$ cat src/rtl/unary_acc_pkg.sv
// unary_acc_pkg: shared types and constants for the unary-rate accumulator.
// Contents: FSM state enum, default operand/partial-sum widths,
//           and the maximum window length derived from the operand width.
package unary_acc_pkg;

  localparam int DEF_WIDTH = 16;
  localparam int DEF_ACC_W = 32;

  // A WIDTH-bit signed operand has a magnitude of at most 2^(WIDTH-1).
  // That bound is also the longest window.
  function automatic int max_win(input int width);
    return 1 << (width - 1);
  endfunction

  localparam int MAX_WIN = max_win(DEF_WIDTH);

  typedef enum logic [1:0] {
    IDLE  = 2'd0,
    ACCUM = 2'd1,
    PSUM  = 2'd2,
    OUT   = 2'd3
  } state_t;

endpackage

$ cat src/rtl/unary_acc_if.sv
// unary_acc_if: bundles the window-control, product-bit and partial-sum handshake signals.
// master: the upstream/downstream environment. It drives i_* and observes o_*.
// slave : the accumulator. It observes i_* and drives o_*.
interface unary_acc_if #(
  parameter int WIDTH = unary_acc_pkg::DEF_WIDTH,
  parameter int ACC_W = unary_acc_pkg::DEF_ACC_W
) ();

  logic             i_start;
  logic             i_sign;
  logic [WIDTH-2:0] i_len;
  logic             i_bit;
  logic [ACC_W-1:0] i_psum;
  logic             i_psum_valid;
  logic             o_psum_ready;
  logic [ACC_W-1:0] o_psum;
  logic             o_valid;
  logic             i_ready;
  logic             o_busy;

  modport master (
    output i_start, i_sign, i_len, i_bit, i_psum, i_psum_valid, i_ready,
    input  o_psum_ready, o_psum, o_valid, o_busy
  );

  modport slave (
    input  i_start, i_sign, i_len, i_bit, i_psum, i_psum_valid, i_ready,
    output o_psum_ready, o_psum, o_valid, o_busy
  );

endinterface

$ cat src/rtl/unary_bit_cnt.sv
// unary_bit_cnt: window counter. A down-counter tracks the cycles left in the window,
// and an up-counter counts the product bits seen.
// Ports: clk, rst (async, active high), load/len start a window, en/bit_in advance it,
//        count is the ones tally, done flags the last cycle of the window (remaining==1).
module unary_bit_cnt
  import unary_acc_pkg::*;
#(
  parameter int WIDTH = DEF_WIDTH
) (
  input  logic             clk,
  input  logic             rst,
  input  logic             load,
  input  logic [WIDTH-2:0] len,
  input  logic             en,
  input  logic             bit_in,
  output logic [WIDTH-1:0] count,
  output logic             done
);

  localparam logic [WIDTH-1:0] WIN_MAX = WIDTH'(max_win(WIDTH));

  logic [WIDTH-1:0] remaining;

  always_ff @(posedge clk or posedge rst) begin
    if (rst) begin
      remaining <= '0;
      count     <= '0;
    end else if (load) begin
      // A length of 0 encodes the full window, which does not fit in WIDTH-1 bits.
      remaining <= (len == '0) ? WIN_MAX : {1'b0, len};
      count     <= '0;
    end else if (en) begin
      // count cannot overflow: it is bounded by the window length, which is at most 2^(WIDTH-1).
      count     <= count + {{(WIDTH-1){1'b0}}, bit_in};
      remaining <= remaining - WIDTH'(1);
    end
  end

  assign done = (remaining == WIDTH'(1));

endmodule

$ cat src/rtl/unary_acc.sv
// unary_acc: counts a unary product bitstream over a programmable window, applies the sign,
// and adds the result to an incoming partial sum. The result is presented under valid/ready.
// Ports: clk, rst (async, active high), bus (unary_acc_if.slave): start/sign/len/bit in,
//        psum in with valid/ready, psum out with valid/ready, busy.
module unary_acc
  import unary_acc_pkg::*;
#(
  parameter int WIDTH = DEF_WIDTH,
  parameter int ACC_W = DEF_ACC_W
) (
  input  logic        clk,
  input  logic        rst,
  unary_acc_if.slave  bus
);

  state_t state_q, state_d;

  logic             cnt_load;
  logic             cnt_en;
  logic             psum_load;
  logic             cnt_done;
  logic [WIDTH-1:0] count;
  logic             sign_q;
  logic [ACC_W-1:0] psum_q;
  logic [ACC_W-1:0] cnt_ext;
  logic [ACC_W-1:0] addend;

  unary_bit_cnt #(.WIDTH(WIDTH)) u_cnt (
    .clk    (clk),
    .rst    (rst),
    .load   (cnt_load),
    .len    (bus.i_len),
    .en     (cnt_en),
    .bit_in (bus.i_bit),
    .count  (count),
    .done   (cnt_done)
  );

  // Next-state logic and datapath strobes.
  always_comb begin
    state_d   = state_q;
    cnt_load  = 1'b0;
    cnt_en    = 1'b0;
    psum_load = 1'b0;
    unique case (state_q)
      IDLE: begin
        if (bus.i_start) begin
          cnt_load = 1'b1;
          state_d  = ACCUM;
        end
      end
      ACCUM: begin
        cnt_en = 1'b1;
        if (cnt_done) state_d = PSUM;
      end
      PSUM: begin
        if (bus.i_psum_valid) begin
          psum_load = 1'b1;
          state_d   = OUT;
        end
      end
      OUT: begin
        if (bus.i_ready) state_d = IDLE;
      end
      default: state_d = IDLE;
    endcase
  end

  always_ff @(posedge clk or posedge rst) begin
    if (rst) state_q <= IDLE;
    else     state_q <= state_d;
  end

  // count is zero-extended before negation, so a full window gives -2^(WIDTH-1) exactly.
  assign cnt_ext = ACC_W'(count);
  assign addend  = sign_q ? (-cnt_ext) : cnt_ext;

  always_ff @(posedge clk or posedge rst) begin
    if (rst) begin
      sign_q <= 1'b0;
      psum_q <= '0;
    end else begin
      if (cnt_load)  sign_q <= bus.i_sign;
      if (psum_load) psum_q <= bus.i_psum + addend;  // wraps modulo 2^ACC_W
    end
  end

  // Outputs come only from registers or are decoded from the state, never from the handshake inputs.
  assign bus.o_psum       = psum_q;
  assign bus.o_valid      = (state_q == OUT);
  assign bus.o_psum_ready = (state_q == PSUM);
  assign bus.o_busy       = (state_q != IDLE);

endmodule

$ cat src/flat_wrapper.sv
// flat-port wrapper written by rule: the top's interface ports become plain ports
module unary_acc_flat import unary_acc_pkg::*;
#(
  parameter int WIDTH = DEF_WIDTH,
  parameter int ACC_W = DEF_ACC_W
)
  (clk, rst, bus_i_start, bus_i_sign, bus_i_len, bus_i_bit, bus_i_psum, bus_i_psum_valid, bus_i_ready, bus_o_psum_ready, bus_o_psum, bus_o_valid, bus_o_busy);
  unary_acc_if #(.WIDTH(WIDTH), .ACC_W(ACC_W)) bus_i ();
  input  logic clk;
  input  logic rst;
  input wire logic [$bits(bus_i.i_start)-1:0] bus_i_start;
  input wire logic [$bits(bus_i.i_sign)-1:0] bus_i_sign;
  input wire logic [$bits(bus_i.i_len)-1:0] bus_i_len;
  input wire logic [$bits(bus_i.i_bit)-1:0] bus_i_bit;
  input wire logic [$bits(bus_i.i_psum)-1:0] bus_i_psum;
  input wire logic [$bits(bus_i.i_psum_valid)-1:0] bus_i_psum_valid;
  input wire logic [$bits(bus_i.i_ready)-1:0] bus_i_ready;
  output wire logic [$bits(bus_i.o_psum_ready)-1:0] bus_o_psum_ready;
  output wire logic [$bits(bus_i.o_psum)-1:0] bus_o_psum;
  output wire logic [$bits(bus_i.o_valid)-1:0] bus_o_valid;
  output wire logic [$bits(bus_i.o_busy)-1:0] bus_o_busy;
  assign bus_i.i_start = bus_i_start;
  assign bus_i.i_sign = bus_i_sign;
  assign bus_i.i_len = bus_i_len;
  assign bus_i.i_bit = bus_i_bit;
  assign bus_i.i_psum = bus_i_psum;
  assign bus_i.i_psum_valid = bus_i_psum_valid;
  assign bus_i.i_ready = bus_i_ready;
  assign bus_o_psum_ready = bus_i.o_psum_ready;
  assign bus_o_psum = bus_i.o_psum;
  assign bus_o_valid = bus_i.o_valid;
  assign bus_o_busy = bus_i.o_busy;
  unary_acc #(.WIDTH(WIDTH), .ACC_W(ACC_W)) u_core (.clk(clk), .rst(rst), .bus(bus_i));
endmodule
$ cat config.mk
export PLATFORM = sky130hd
export DESIGN_NAME = unary_acc_flat
export DESIGN_NICKNAME = d
export VERILOG_FILES = /design/src/rtl/unary_acc_pkg.sv /design/src/rtl/unary_acc_if.sv /design/src/rtl/unary_bit_cnt.sv /design/src/rtl/unary_acc.sv /design/src/flat_wrapper.sv
export SDC_FILE = /design/constraint.sdc
export NUM_CORES = 1
export LEC_CHECK = 0
export CORE_MARGIN = 3
export CORE_UTILIZATION = 52
export CTS_CLUSTER_DIAMETER = 60
export CTS_CLUSTER_SIZE = 16
export DETAILED_ROUTE_END_ITERATION = 6
export DONT_BUFFER_PORTS = 1
export GPL_ROUTABILITY_DRIVEN = 0
export PLACE_DENSITY = 0.72
export SLEW_MARGIN = 10
export SYNTH_ARGS = -nofsm -noshare
export SYNTH_HDL_FRONTEND = slang
export SYNTH_SLANG_ARGS = --single-unit
$ cat constraint.sdc
create_clock -name clk -period 3.9 [get_ports clk]
set_clock_uncertainty 0.1 [all_clocks]
set_input_delay 0.39 -clock clk [delete_from_list [all_inputs] [get_ports clk]]
set_output_delay 0.39 -clock clk [all_outputs]
set_load 0.05 [all_outputs]
==> flow_metrics.env, run 1 <==
export IMPL_min_period_ns=3.915
export IMPL_synth_seq_cells=67
export IMPL_r2r_slack_ns=-0.02
export IMPL_rows=35
export IMPL_grt_pass1_vias=4689
export IMPL_cp_required_ns=4.05
export IMPL_synth_warnings=0
export IMPL_fmax_ghz=0.2554
export IMPL_die_area_sq_um=11240
export IMPL_die_h_um=106.0
export IMPL_rsz0062_at_grt="yes"
export IMPL_placed_cells=764
export IMPL_num_io_pins=89
export IMPL_startpoint="u_core.u_cnt.count[1]$_DFFE_PP0P_"
export IMPL_antennaDiodeCount=0
export IMPL_syn_area_sq_um=5202
export IMPL_ys_seq_area_share_pct=32.23
export IMPL_violations="setup timing"
export IMPL_cts_sinks=67
export IMPL_wl_met1_um=5901
export IMPL_grt_usage_pct=24.56
export IMPL_drt_pass1_iter_count=5
export IMPL_ant_nets=0
export IMPL_synth_edff_count=0
export IMPL_synth_ff_type="dfrtp_1"
export IMPL_top_layer="met4"
export IMPL_htreeDepth=3
export IMPL_wl_per_cell_um=17.82
export IMPL_clock_path_buffers=2
export IMPL_crit_path_start_kind="register"
export IMPL_drc=0
export IMPL_vias=4910
export IMPL_async_reset_ff_share_pct=100.0
export IMPL_wl_met2_um=6916
export IMPL_fill_cells=798
export IMPL_areaGrowthSynthToFinish_pct=18.81
export IMPL_p_leak_nw=2.720
export IMPL_status="finished with violations"
export IMPL_syn_num_nets=733
export IMPL_critPathMaxFanout=4
export IMPL_drive_gt1_share_pct=19.10
export IMPL_dpl_hpwl_um=10090
export IMPL_endpoint="u_core.bus.o_psum[28]$_DFFE_PP0P_"
export IMPL_routed_wl_um=14240
export IMPL_reg2reg_from="u_core.u_cnt.count[1]$_DFFE_PP0P_"
export IMPL_port_buffer_count=0
export IMPL_clk_latency_ns=0.36
export IMPL_finalSetupViolations=1
export IMPL_postLayoutCellArea_sq_um=6181
export IMPL_p_total_mw=5.307
export IMPL_cts_made_buffers=9
export IMPL_final_cell_mix="100 x nand2_1, 67 x dfrtp_1, 53 x o21ai_0"
export IMPL_place_area_sq_um=5499
export IMPL_maxSlewViolCount=0
export IMPL_cap_violations=0
export IMPL_drtIter0Drc=266
export IMPL_instances_no_fill=799
export IMPL_cp_end_kind="register"
export IMPL_antenna_found_initial=0
export IMPL_viasPerCell=6.145
export IMPL_ir_worst_vdd_mv=0.3134
export IMPL_worst_pin_slew_ns=0.9925
export IMPL_powerDensity_nw_per_um2=858.7
export IMPL_fin_ws_ns=-0.01515
export IMPL_reg2reg_depth=16
export IMPL_clkTransAtPathRegs_ns=0.08
export IMPL_die_x_um=106.0
export IMPL_synth_distinct_cells=54
export IMPL_r2r_end="u_core.bus.o_psum[28]$_DFFE_PP0P_"
export IMPL_mostFrequentLayoutCell="nand2_1"
export IMPL_grt_pass1_wl_um=22390
export IMPL_syn_instance_count=634
export IMPL_start_util_pct=55.00
export IMPL_hold_viol=0
export IMPL_fin_nets=764
export IMPL_cp_arrival_ns=4.06
export IMPL_fin_crit_sh_pct=100.4
export IMPL_critPathKind="register to register"
export IMPL_core_area_sq_um=9459
export IMPL_grt_max_degree=65
export IMPL_slew_headroom_pct=33.60
export IMPL_fin_setup_tns_ns=-0.01515
export IMPL_avgSynthCellArea_sq_um=8.206
export IMPL_cts_tree="yes"
export IMPL_cts_root_buf="clkbuf_8"
export IMPL_min_path_type="primary input to register"
export IMPL_grt_overflow=0
export IMPL_wl_met3_um=1016
[cells by family after synthesis]
kind of cell	after synthesis	synth area share (%)
AND/OR/NAND/NOR	232	20.44
AO/OA/AOI/OAI	178	21.81
flip-flops	67	32.23
XOR/XNOR	58	9.764
buffers and inverters	48	3.607
adder cells (fa/ha/maj)	45	10.97
multiplexers	6	1.178
[final cells by class]
type	count	area, sq um	area share (%)
clock inverters	5	85.08	1.377
repair buffers	51	396.6	6.417
multi-input cells	519	3656	59.15
clock buffers	11	141.4	2.287
inverters	17	63.81	1.032
well taps	129	161.4	2.611
flip-flops and latches	67	1677	27.13
[synth_stat cells (2+ instances only)]
| library cell | n | area [sq um] |
|---|---|---|
| a211oi_1 | 5 | 37.54 |
| a21o_1 | 15 | 112.6 |
| a21oi_1 | 40 | 200.2 |
| a221o_1 | 2 | 20.02 |
| a31oi_1 | 5 | 31.28 |
| and2_1 | 2 | 12.51 |
| and3_1 | 8 | 50.05 |
| clkbuf_1 | 29 | 108.9 |
| dfrtp_1 | 67 | 1677 |
| ha_1 | 44 | 550.5 |
| inv_1 | 17 | 63.81 |
| mux2i_1 | 5 | 50.05 |
| nand2_1 | 112 | 420.4 |
| nand2b_1 | 6 | 37.54 |
| nand3_1 | 7 | 35.03 |
| nand4_1 | 11 | 68.82 |
| nor2_1 | 44 | 165.2 |
| nor2b_1 | 3 | 18.77 |
| nor3_1 | 15 | 75.07 |
| nor4_1 | 6 | 37.54 |
| o211ai_1 | 10 | 75.07 |
| o21a_1 | 3 | 22.52 |
| o21ai_0 | 61 | 305.3 |
| o21ai_1 | 2 | 10.01 |
| o21bai_1 | 2 | 15.01 |
| o221ai_1 | 2 | 17.52 |
| o22ai_1 | 2 | 12.51 |
| o311ai_0 | 3 | 26.28 |
| o31a_1 | 7 | 61.31 |
| o31ai_1 | 8 | 60.06 |
| o41ai_1 | 2 | 17.52 |
| or3_1 | 9 | 56.30 |
| or4_1 | 2 | 15.01 |
| or4_4 | 2 | 22.52 |
| xnor2_1 | 36 | 315.3 |
| xor2_1 | 22 | 192.7 |
[power by group]
group          switching [mW]  leakage, nW  internal [mW]
clock                   0.291        0.110          0.381
sequential              0.757        0.852          0.950
combinational            1.68         1.76           1.25
total                    2.73         2.72           2.58
[registers in the layout, indices dropped and copies added, names as in the netlist]
| register | cells |
|---|---|
| u_core.state_q | 2 |
| u_core.u_cnt.count | 16 |
| u_core.u_cnt.remaining | 16 |
| u_core.sign_q | 1 |
| u_core.bus.o_psum | 32 |
[metrics by stage]
stage,setup WS (ns),util (%),hold slack (ns)
after global placement,0.02548,58.13,0.3499
after floorplan,0.0009592,-,0.3595
final,-0.01515,65.34,0.05229
after CTS,0.0007185,61.88,0.04520
after detailed placement,-0.03378,58.13,0.3549
after global routing,-0.1336,65.34,0.05930
[critical path: stages (launching register included)]
cell	delay [ns]
dfrtp_1	0.42
inv_2	0.09
ha_4	0.13
nand2_2	0.05
or3_4	0.33
or4_4	0.47
o31ai_4	0.23
buf_6	0.16
buf_6	0.11
nand2_2	0.06
ha_4	0.33
nand4_1	0.18
or4_1	0.48
o22ai_2	0.17
or3b_4	0.17
nor3_1	0.05
a221o_1	0.26
[how the worst min path moves through the flow]
stage / start / to / slack, ns / cells past startpoint
2_1_floorplan: u_core.u_cnt.remaining[6]$_DFFE_PP0P_ / u_core.u_cnt.remaining[6]$_DFFE_PP0P_ / 0.36 / 2
3_3_place_gp: rst / u_core.u_cnt.remaining[13]$_DFFE_PP0P_ / 0.35 / 1
3_5_place_dp: rst / u_core.u_cnt.remaining[12]$_DFFE_PP0P_ / 0.35 / 1
4_1_cts: bus_i_len[9] / u_core.u_cnt.remaining[9]$_DFFE_PP0P_ / 0.05 / 2
5_1_grt: bus_i_len[10] / u_core.u_cnt.remaining[10]$_DFFE_PP0P_ / 0.06 / 2
6_report: bus_i_len[9] / u_core.u_cnt.remaining[9]$_DFFE_PP0P_ / 0.05 / 2
[per-layer routing]
metal | vias up | GRT usage, %
li1 | 2321 | -
met5 | - | 0
met4 | 0 | 8.603
met1 | 2331 | 31.78
met2 | 221 | 41.21
met3 | 37 | 4.554
[what timing repair did]
action,4_1_cts,5_1_grt
hold endpoints to repair,36,0
resized for setup,12,60
hold buffers,1,0
setup endpoints to repair,6,14
pin swaps,5,18
setup buffers,5,13
(Power assumes the default switching activity.)
==> inputs of run 2 (changes only) <==
--- a/config.mk
+++ b/config.mk
@@ -12,7 +12,7 @@
 export DETAILED_ROUTE_END_ITERATION = 6
 export DONT_BUFFER_PORTS = 1
 export GPL_ROUTABILITY_DRIVEN = 0
-export PLACE_DENSITY = 0.72
+export PLACE_DENSITY = 0.69
 export SLEW_MARGIN = 10
 export SYNTH_ARGS = -nofsm -noshare
 export SYNTH_HDL_FRONTEND = slang
==> constraint.sdc (replaced) <==
create_clock -name clk -period 4.15 [get_ports clk]
set_clock_uncertainty 0.1 [all_clocks]
set_input_delay 0.415 -clock clk [delete_from_list [all_inputs] [get_ports clk]]
set_output_delay 0.415 -clock clk [all_outputs]
set_load 0.05 [all_outputs]
==> run 2 against run 1 <==
Effect of this change: the run now ends clean; via count fell by 7.0%; clock-buffer cell count down 1; sequential share of layout area grew 2.1 points; sequential cell count did not move; critical path type unchanged.
==> flow_metrics.env, run 2 (same netlist as run 1, synthesis figures left out) <==
export IMPL_p_leak_nw=2.544
export IMPL_drive_gt1_share_pct=9.984
export IMPL_clock_path_buffers=2
export IMPL_clkTransAtPathRegs_ns=0.09
export IMPL_cp_arrival_ns=4.16
export IMPL_powerDensity_nw_per_um2=797.8
export IMPL_grt_overflow=0
export IMPL_die_area_sq_um=11240
export IMPL_p_total_mw=4.575
export IMPL_die_x_um=106.0
export IMPL_grt_max_degree=42
export IMPL_critPathMaxFanout=6
export IMPL_cp_end_kind="register"
export IMPL_cts_sinks=67
export IMPL_fin_crit_sh_pct=96.90
export IMPL_min_period_ns=4.022
export IMPL_maxSlewViolCount=0
export IMPL_antenna_found_initial=0
export IMPL_mostFrequentLayoutCell="nand2_1"
export IMPL_start_util_pct=55.00
export IMPL_grt_usage_pct=23.44
export IMPL_cp_depth=15
export IMPL_hold_end="u_core.u_cnt.remaining[12]$_DFFE_PP0P_"
export IMPL_drtIter0Drc=246
export IMPL_rsz0062_at_grt="yes"
export IMPL_pwr_share_clk_pct=13.8
export IMPL_status="complete, no violations"
export IMPL_grt_pass1_wl_um=21310
export IMPL_slew_headroom_pct=47.97
export IMPL_r2r_slack_ns=0.13
export IMPL_min_path_type="primary input to register"
export IMPL_hold_depth=2
export IMPL_cp_required_ns=4.28
export IMPL_hp_start="bus_i_len[12]"
export IMPL_cap_violations=0
export IMPL_largest_reg_flops=32
export IMPL_die_h_um=106.0
export IMPL_wl_per_cell_um=16.96
export IMPL_core_area_sq_um=9459
export IMPL_num_io_pins=89
export IMPL_r2r_end="u_core.bus.o_psum[25]$_DFFE_PP0P_"
export IMPL_fin_setup_tns_ns=0
export IMPL_p_switching_mw=2.380
export IMPL_switching_share_pct=52.03
export IMPL_max_stage_delay_ns=0.46
export IMPL_cp_buffers_inverters=2
export IMPL_rows=35
export IMPL_grt_pass1_vias=4372
export IMPL_final_cell_mix="109 x nand2_1, 66 x dfrtp_1, 60 x o21ai_0"
export IMPL_routed_wl_um=13060
export IMPL_instances_no_fill=770
export IMPL_critPathKind="register to register"
export IMPL_antennaDiodeCount=0
export IMPL_reg2reg_from="u_core.u_cnt.count[1]$_DFFE_PP0P_"
export IMPL_port_buffer_count=0
export IMPL_ir_worst_vdd_mv=0.3203
export IMPL_hold_slack_ns=0.07276
export IMPL_clk_latency_ns=0.35
export IMPL_placed_cells=748
export IMPL_cpMaxStageDelayCell="or4_4"
export IMPL_drt_pass1_iter_count=5
export IMPL_fin_nets=735
export IMPL_ant_nets=0
export IMPL_fmax_ghz=0.2487
export IMPL_viasPerCell=5.929
export IMPL_cts_made_buffers=9
export IMPL_cts_root_buf="clkbuf_8"
export IMPL_internal_power_mw=2.194
export IMPL_reg2reg_depth=15
export IMPL_finalSetupViolations=0
export IMPL_htreeDepth=3
export IMPL_hold_viol=0
export IMPL_cts_tree="yes"
export IMPL_pwr_share_seq_pct=35.1
export IMPL_path_cells="inv_1 > ha_1 > nand2_1 > or3_1 > or4_4 > o31ai_4 > buf_4 > nand2_2 > ha_4 > nand4_1 > or3_4 > a2111oi_4 > nor2_1 > xnor2_1 > mux2_2"
export IMPL_dpl_hpwl_um=9829
export IMPL_areaGrowthSynthToFinish_pct=10.22
export IMPL_worst_pin_slew_ns=0.7805
export IMPL_vias=4565
export IMPL_crit_path_start_kind="register"
export IMPL_drc=0
export IMPL_p_comb_share_pct=51.1
export IMPL_crit_family="simple AND/OR/NAND/NOR gates"
==> run 2: cell count changes in the layout (fill, tap and decap cells not counted), moves of 3 or more <==
cell,previous run,this run
nor3_1,10,14
nor3_2,5,1
a21oi_2,7,3
buf_6,3,0
o21ai_0,53,60
buf_4,47,21
ha_4,6,2
a21oi_1,31,37
nand2_1,100,109
nand2_2,9,3
nand2_4,3,0
o21ai_1,8,3
ha_1,36,42
==> run 2: per-stage QoR <==
step	area (sq um)	setup WS [ns]	utilization, %
final	5734	0.1285	60.62
after global routing	5734	-0.07738	60.62
after CTS	5599	0.09608	59.19
after detailed placement	5363	0.09727	56.69
after global placement	5363	0.1922	56.69
after floorplan	5202	0.1926	-
==> run 2: cell type report <==
type	instances	area, sq um
fillers	868	3725
multi-input cells	519	3437
flip-flops and latches	67	1678
repair buffers	22	167.7
well taps	129	161.4
clock buffers	10	137.6
clock inverters	6	88.84
inverters	17	63.81
==> run 2: worst reg2reg max path: stages (launching register included) <==
cell and delay [ns]:
dfrtp_2 0.44, inv_1 0.08, ha_1 0.15, nand2_1 0.06
or3_1 0.34, or4_4 0.46, o31ai_4 0.32, buf_4 0.17
nand2_2 0.06, ha_4 0.31, nand4_1 0.18, or3_4 0.46
a2111oi_4 0.29, nor2_1 0.09, xnor2_1 0.12, mux2_2 0.27
==> run 2: power by group through the flow <==
stage	clock, mW	sequential, mW	combinational (mW)
6_report	0.632	1.61	2.34
3_3_place_gp	0	1.61	2.16
3_5_place_dp	0	1.62	2.21
5_1_grt	0.675	1.64	2.62
2_1_floorplan	0	1.56	1.77
4_1_cts	0.646	1.61	2.22
==> run 2: how the worst max path moves through the flow <==
| stage | from | endpoint | slack (ns) |
|---|---|---|---|
| after floorplan | u_core.u_cnt.count[11]$_DFFE_PP0P_ | u_core.bus.o_psum[25]$_DFFE_PP0P_ | 0.19 |
| after global placement | u_core.u_cnt.count[1]$_DFFE_PP0P_ | u_core.bus.o_psum[25]$_DFFE_PP0P_ | 0.19 |
| after detailed placement | u_core.u_cnt.count[1]$_DFFE_PP0P_ | u_core.bus.o_psum[28]$_DFFE_PP0P_ | 0.1 |
| after CTS | u_core.u_cnt.count[1]$_DFFE_PP0P_ | u_core.bus.o_psum[28]$_DFFE_PP0P_ | 0.1 |
| after global routing | u_core.u_cnt.count[1]$_DFFE_PP0P_ | u_core.bus.o_psum[29]$_DFFE_PP0P_ | -0.08 |
| final | u_core.u_cnt.count[1]$_DFFE_PP0P_ | u_core.bus.o_psum[25]$_DFFE_PP0P_ | 0.13 |
==> run 2: what timing repair did <==
action	4_1_cts	5_1_grt
hold endpoints to repair	29	0
endpoints found under the setup margin	0	12
buffers inserted	0	5
hold buffers	1	0
gates resized for setup	0	19
==> run 2: layer usage <==
layer / track usage, % / routed length (um) / vias to the layer above
met2: 38.66 / 6361 / 155
li1: - / - / 2253
met1: 31.78 / 5708 / 2141
met5: 0 / 0 / -
met4: 6.198 / 195 / 0
met3: 4.250 / 796 / 16
